<file path="src/rtl/clk_divider_bank.sv">
// clk_divider_bank: bank of NUM_CH independent programmable clock dividers.
// Each channel counts master_clk cycles and inverts its clk_out after div
// cycles, giving a 50% duty square wave of period 2*div. New divisors are
// written into a shadow register and only take effect at the channel's next
// wrap, so the output never produces a short half-period.
//
// Ports:
//   master_clk  single clock, all state updates on its rising edge
//   reset_n     asynchronous active-low reset
//   run         global enable; low holds counters, outputs and divisors
//   sync_clr    realigns every channel to phase zero (priority over run)
//   cfg_we      one-cycle divisor write strobe
//   cfg_ch      target channel for cfg_we
//   cfg_div     new half-period divisor (0 disables the channel)
//   clk_out     per-channel divided clock
//   tick        per-channel one-cycle pulse registered with each toggle
//   cfg_err     one-cycle pulse after a write to a nonexistent channel
//
// Build option: define CLKDIV_TICK_EN to build the tick registers; without
// it the tick port is tied to zero.

module clk_divider_bank #(
    parameter int NUM_CH  = 4,
    parameter int CNT_W   = 32,
    parameter int DEF_DIV = 50000000
) (
    input  logic              master_clk,
    input  logic              reset_n,
    input  logic              run,
    input  logic              sync_clr,
    input  logic              cfg_we,
    input  logic [3:0]        cfg_ch,
    input  logic [CNT_W-1:0]  cfg_div,
    output logic [NUM_CH-1:0] clk_out,
    output logic [NUM_CH-1:0] tick,
    output logic              cfg_err
);

    localparam logic [CNT_W-1:0] DEF_DIV_W = CNT_W'(DEF_DIV);
    localparam logic [4:0]       NUM_CH_W  = 5'(NUM_CH);

    logic [CNT_W-1:0]  cnt_q [NUM_CH];
    logic [CNT_W-1:0]  cnt_d [NUM_CH];
    logic [CNT_W-1:0]  div_q [NUM_CH];
    logic [CNT_W-1:0]  div_d [NUM_CH];
    logic [CNT_W-1:0]  shd_q [NUM_CH];
    logic [CNT_W-1:0]  shd_d [NUM_CH];
    logic [NUM_CH-1:0] pend_q, pend_d;
    logic [NUM_CH-1:0] clk_out_q, clk_out_d;
    logic [NUM_CH-1:0] wrap;
    logic              cfg_err_q, cfg_err_d;
    logic              ch_ok;

    assign ch_ok = ({1'b0, cfg_ch} < NUM_CH_W);

    always_comb begin
        cfg_err_d = cfg_we && !ch_ok;
        for (int i = 0; i < NUM_CH; i++) begin
            cnt_d[i]     = cnt_q[i];
            div_d[i]     = div_q[i];
            shd_d[i]     = shd_q[i];
            pend_d[i]    = pend_q[i];
            clk_out_d[i] = clk_out_q[i];
            wrap[i]      = 1'b0;

            if (sync_clr) begin
                cnt_d[i]     = '0;
                clk_out_d[i] = 1'b0;
                if (pend_q[i]) begin
                    div_d[i]  = shd_q[i];
                    pend_d[i] = 1'b0;
                end
            end else if (run) begin
                if (div_q[i] == '0) begin
                    // Disabled channel: a pending divisor loads on the next cycle.
                    cnt_d[i] = '0;
                    if (pend_q[i]) begin
                        div_d[i]  = shd_q[i];
                        pend_d[i] = 1'b0;
                    end
                end else if (cnt_q[i] == div_q[i] - CNT_W'(1)) begin
                    // div is nonzero here, so div-1 cannot underflow.
                    wrap[i]      = 1'b1;
                    cnt_d[i]     = '0;
                    clk_out_d[i] = ~clk_out_q[i];
                    if (pend_q[i]) begin
                        div_d[i]  = shd_q[i];
                        pend_d[i] = 1'b0;
                    end
                end else begin
                    cnt_d[i] = cnt_q[i] + CNT_W'(1);
                end
            end

            // A write landing on a wrap cycle is captured after the old shadow
            // has already been consumed above, so it waits for the next wrap.
            if (cfg_we && ch_ok && ({1'b0, cfg_ch} == 5'(i))) begin
                shd_d[i]  = cfg_div;
                pend_d[i] = 1'b1;
            end
        end
    end

    always_ff @(posedge master_clk or negedge reset_n) begin
        if (!reset_n) begin
            for (int i = 0; i < NUM_CH; i++) begin
                cnt_q[i] <= '0;
                div_q[i] <= DEF_DIV_W;
                shd_q[i] <= DEF_DIV_W;
            end
            pend_q    <= '0;
            clk_out_q <= '0;
            cfg_err_q <= 1'b0;
        end else begin
            for (int i = 0; i < NUM_CH; i++) begin
                cnt_q[i] <= cnt_d[i];
                div_q[i] <= div_d[i];
                shd_q[i] <= shd_d[i];
            end
            pend_q    <= pend_d;
            clk_out_q <= clk_out_d;
            cfg_err_q <= cfg_err_d;
        end
    end

`ifdef CLKDIV_TICK_EN
    logic [NUM_CH-1:0] tick_q;

    always_ff @(posedge master_clk or negedge reset_n) begin
        if (!reset_n) begin
            tick_q <= '0;
        end else begin
            tick_q <= wrap;
        end
    end

    assign tick = tick_q;
`else
    logic unused_wrap;

    assign unused_wrap = ^wrap;
    assign tick        = '0;
`endif

    assign clk_out = clk_out_q;
    assign cfg_err = cfg_err_q;

endmodule

</file>
<file path="config.mk">
export PLATFORM = sky130hd
export DESIGN_NAME = clk_divider_bank
export DESIGN_NICKNAME = d
export VERILOG_FILES = /design/src/rtl/clk_divider_bank.sv
export SDC_FILE = /design/constraint.sdc
export NUM_CORES = 1
export LEC_CHECK = 0
export CORE_UTILIZATION = 50
export DETAILED_ROUTE_END_ITERATION = 10
export DONT_BUFFER_PORTS = 1
export HOLD_SLACK_MARGIN = 0.1
export PLACE_DENSITY = 0.77
export SYNTH_ARGS = -nofsm -noshare
export SYNTH_HDL_FRONTEND = slang
export SYNTH_SLANG_ARGS = --single-unit
</file>
<file path="constraint.sdc">
create_clock -name master_clk -period 4.2 [get_ports master_clk]
set_clock_uncertainty 0.15 [all_clocks]
set_input_delay 0.42 -clock master_clk [delete_from_list [all_inputs] [get_ports master_clk]]
set_output_delay 0.42 -clock master_clk [all_outputs]
set_load 0.1 [all_outputs]
</file>
==> reports/results.ini <==
[routing]
ant_nets = 0
route.final.wire_length_mm = 51.6
drtIter0Drc = 1058
first_pass_iters = 7
wl_per_cell_um = 20.5
drc_errors = 0
via_per_inst = 5.94
vias = 15000

[final_layout]
area_growth_pct = 12.4
multi_input_area_um2 = 10300
seq_area_um2 = 9950
instances_no_fill = 2518
num-nets-final = 1991
final_common_cell = dfrtp_1
fillerInstances = 3352
drive_gt1_share_pct = 23.3
final_cell_mix = dfrtp_1 (297), mux2_2 (218), nor2_1 (158), xnor2_1 (150), xor2_1 (123)

[pwr]
intPower_uw = 9180
clkPwrFrac_pct = 27.3
combPwrFrac_pct = 30.3
switching_share_pct = 33.9
power_frac_seq_pct = 42.4
p_sw_uw = 4710
p_per_area_nw_per_um2 = 597
power.leakage_uw = 0.00970
max-vdd-ir-drop_uv = 424
p_total_uw = 13900

[global_route]
grt_pass1_wl_mm = 82.5
grt_pass1_vias = 14900
grt_use_met3_pct = 5.73
antenna_found_initial = 18
top_usage_layer = met2
use_met1_pct = 34.0
grt-ovfl-total = 0
grt_max_degree = 394
met2_usage_pct = 40.5
grtUsageTotal_pct = 25.2

[floorplan]
die_y_um = 205
fp-row-count = 74
start_util_pct = 50.7
fp.dieArea_um2 = 42200
fp.dieW_um = 205
pin_count = 50
core-area_um2 = 40800

[setup_path]
rr_worst_depth = 10
cp_max_fo = 16
path_cells = or4_4 -> or4_4 -> or4_1 -> nor3_1 -> a31o_2 -> o2111ai_1 -> or3_4 -> a211oi_4 -> buf_4 -> mux2_2
worstPathRequired_ns = 4.49
critical-path-max-stage-delay_ns = 0.55
start_kind = register
r2r_end = div_q[33]
r2r_setup_slack_ns = 0.19
cp-end-kind = register
slowest_stage = or4_4
critical_path_class = register to register
cp_data_arrival_time_ns = 4.31
crit_top_cell = or4_4
r2r_start = div_q[44]

[synth]
muxShareOfSynthArea_pct = 14.5
synth_warnings = 0
avgSynthCellArea_um2 = 10.9
yosysSeqAreaShare_pct = 48.1
synth_cells = 1898
synth_top_cell_area_share_pct = 35.9
async_reset_ff_share_pct = 100
synth_compound_area_share_pct = 5.27
synth_area_leaders = dfrtp_1 (36%), dfstp_2 (12%), mux2_2 (12%)
synth_seq_cells = 393
synth_enable_flop_cells = 0
yosys.area.top_type = dfrtp_1
synthAdderAreaFrac_pct = 0.484
synth_flop_cell = dfrtp_1
synth_top_family_by_area = simple AND/OR/NAND/NOR gates
yosys.area_share.simple_pct = 17.6
synth_xor_area_share_pct = 11.6
ys_types = 71
syn-cell-area_um2 = 20700

[placement]
portBuffers = 0
hpwl_mm = 34.4
dp.cells = 2387
routabilityCongestion = 0.934

[sta]
finalSetupViolCount = 0
holdWs_ns = -0.588
slew_headroom_pct = 33.8
max_freq_mhz = 249
fin_crit_ns = 4.01
fin_setup_tns_ns = 0
maxSlewViolCount = 0
rsz0062_at_grt = false
period_share_pct = 95.6
finalHoldViolations = 393
worstMarginPinSlew_ns = 0.993

[clock_tree]
cts_hold_buf = 42
cts_buffers = 42
cts_tree = built
clockBufferDepth = 3
clkTransAtPathRegs_ns = 0.06
clock_latency_ns = 0.57
cts_root_buf = clkbuf_16
ctsHtreeMaxLevel = 2
cts_sinks = 393

[flow_run]
drv_cap = 0

[outcome]
status = finished with violations
violations = negative hold slack

[min_path]
hold_class = primary input to async pin

[per-stage QoR]
| step | util, % | hold slack [ns] | setup WS (ns) | area (um2) |
|---|---|---|---|---|
| after floorplan | - | -0.0256 | 0.151 | 20700 |
| after global placement | 52.2 | -0.00556 | 0.259 | 21300 |
| after detailed placement | 52.2 | -0.00792 | 0.0923 | 21300 |
| after CTS | 56.8 | -0.607 | 0.0573 | 23200 |
| after global routing | 56.9 | -0.601 | 0.00201 | 23200 |
| final | 57.0 | -0.588 | 0.186 | 23300 |
[flip-flops by register name, summed over array words and instances, names as in the netlist]
register and count:
clk_out 4, cfg_err 1, shd_q 128, pend_q 4, div_q 128, cnt_q 128
[cells in the mapped netlist (34+ instances only)]
cell      instances
mux2_2          218
nor2_1          160
clkbuf_1         61
nor3_1           73
nor4_1           51
nand2_1          93
mux2_1           37
xor2_1          123
and3_1           37
xnor2_1         150
dfrtp_1         297
dfstp_2          96
or3_1            34
nand3_1          74
[what timing repair did]
item | 4_1_cts | 5_1_grt
endpoints found under the setup margin | 0 | 128
hold endpoints to repair | 566 | 393
gates resized for setup | 0 | 12
setup buffers | 0 | 1
[logic make-up (layout without fill, tap and decap cells)]
kind of cell / count (synthesis) / in the layout
adder cells (fa/ha/maj): 8 / 8
AO/OA/AOI/OAI: 159 / 159
flip-flops: 393 / 393
multiplexers: 268 / 268
other: 1 / 14
AND/OR/NAND/NOR: 683 / 683
XOR/XNOR: 273 / 273
buffers and inverters: 113 / 188
[metal layers]
metal,wire length [um],up-vias
met5,94,-
met4,1380,14
met3,3760,108
met2,23700,431
met1,22600,7513
li1,-,6886
[worst max-delay path: cells and delay by family, from the launching register on]
family	cells	cell delay, ns
AOI/OAI and AO/OA	3	0.49
buffers and inverters	1	0.28
DFF	1	0.40
muxes	1	0.37
and+or+nand+nor	5	2.20
[power groups by stage]
stage | logic, uW | registers, uW | clock network (uW)
after global placement | 3870 | 5880 | 0
after detailed placement | 3990 | 5920 | 0
after global routing | 4610 | 6020 | 4020
final | 4200 | 5890 | 3800
after CTS | 4120 | 5870 | 3870
after floorplan | 3280 | 5500 | 0
[how the worst max path moves through the flow]
stage	start	slack, ns	cells after the start	endpoint
2_1_floorplan	div_q[32]	0.15	12	div_q[60]
3_5_place_dp	div_q[64]	0.09	12	div_q[95]
6_report	div_q[44]	0.19	10	div_q[33]
3_3_place_gp	div_q[43]	0.26	10	div_q[43]
5_1_grt	div_q[44]	0.002	10	div_q[37]
4_1_cts	div_q[64]	0.06	12	div_q[64]
[layout make-up]
class	instances	share of cell area, %
inverters	27	0.436
clock inverters	16	0.796
multi-input cells	1395	44.3
flip-flops and latches	393	42.8
clock buffers	62	5.28
repair buffers	83	3.39
well taps	532	2.86
diodes	10	0.108
(Power assumes the default switching activity.)
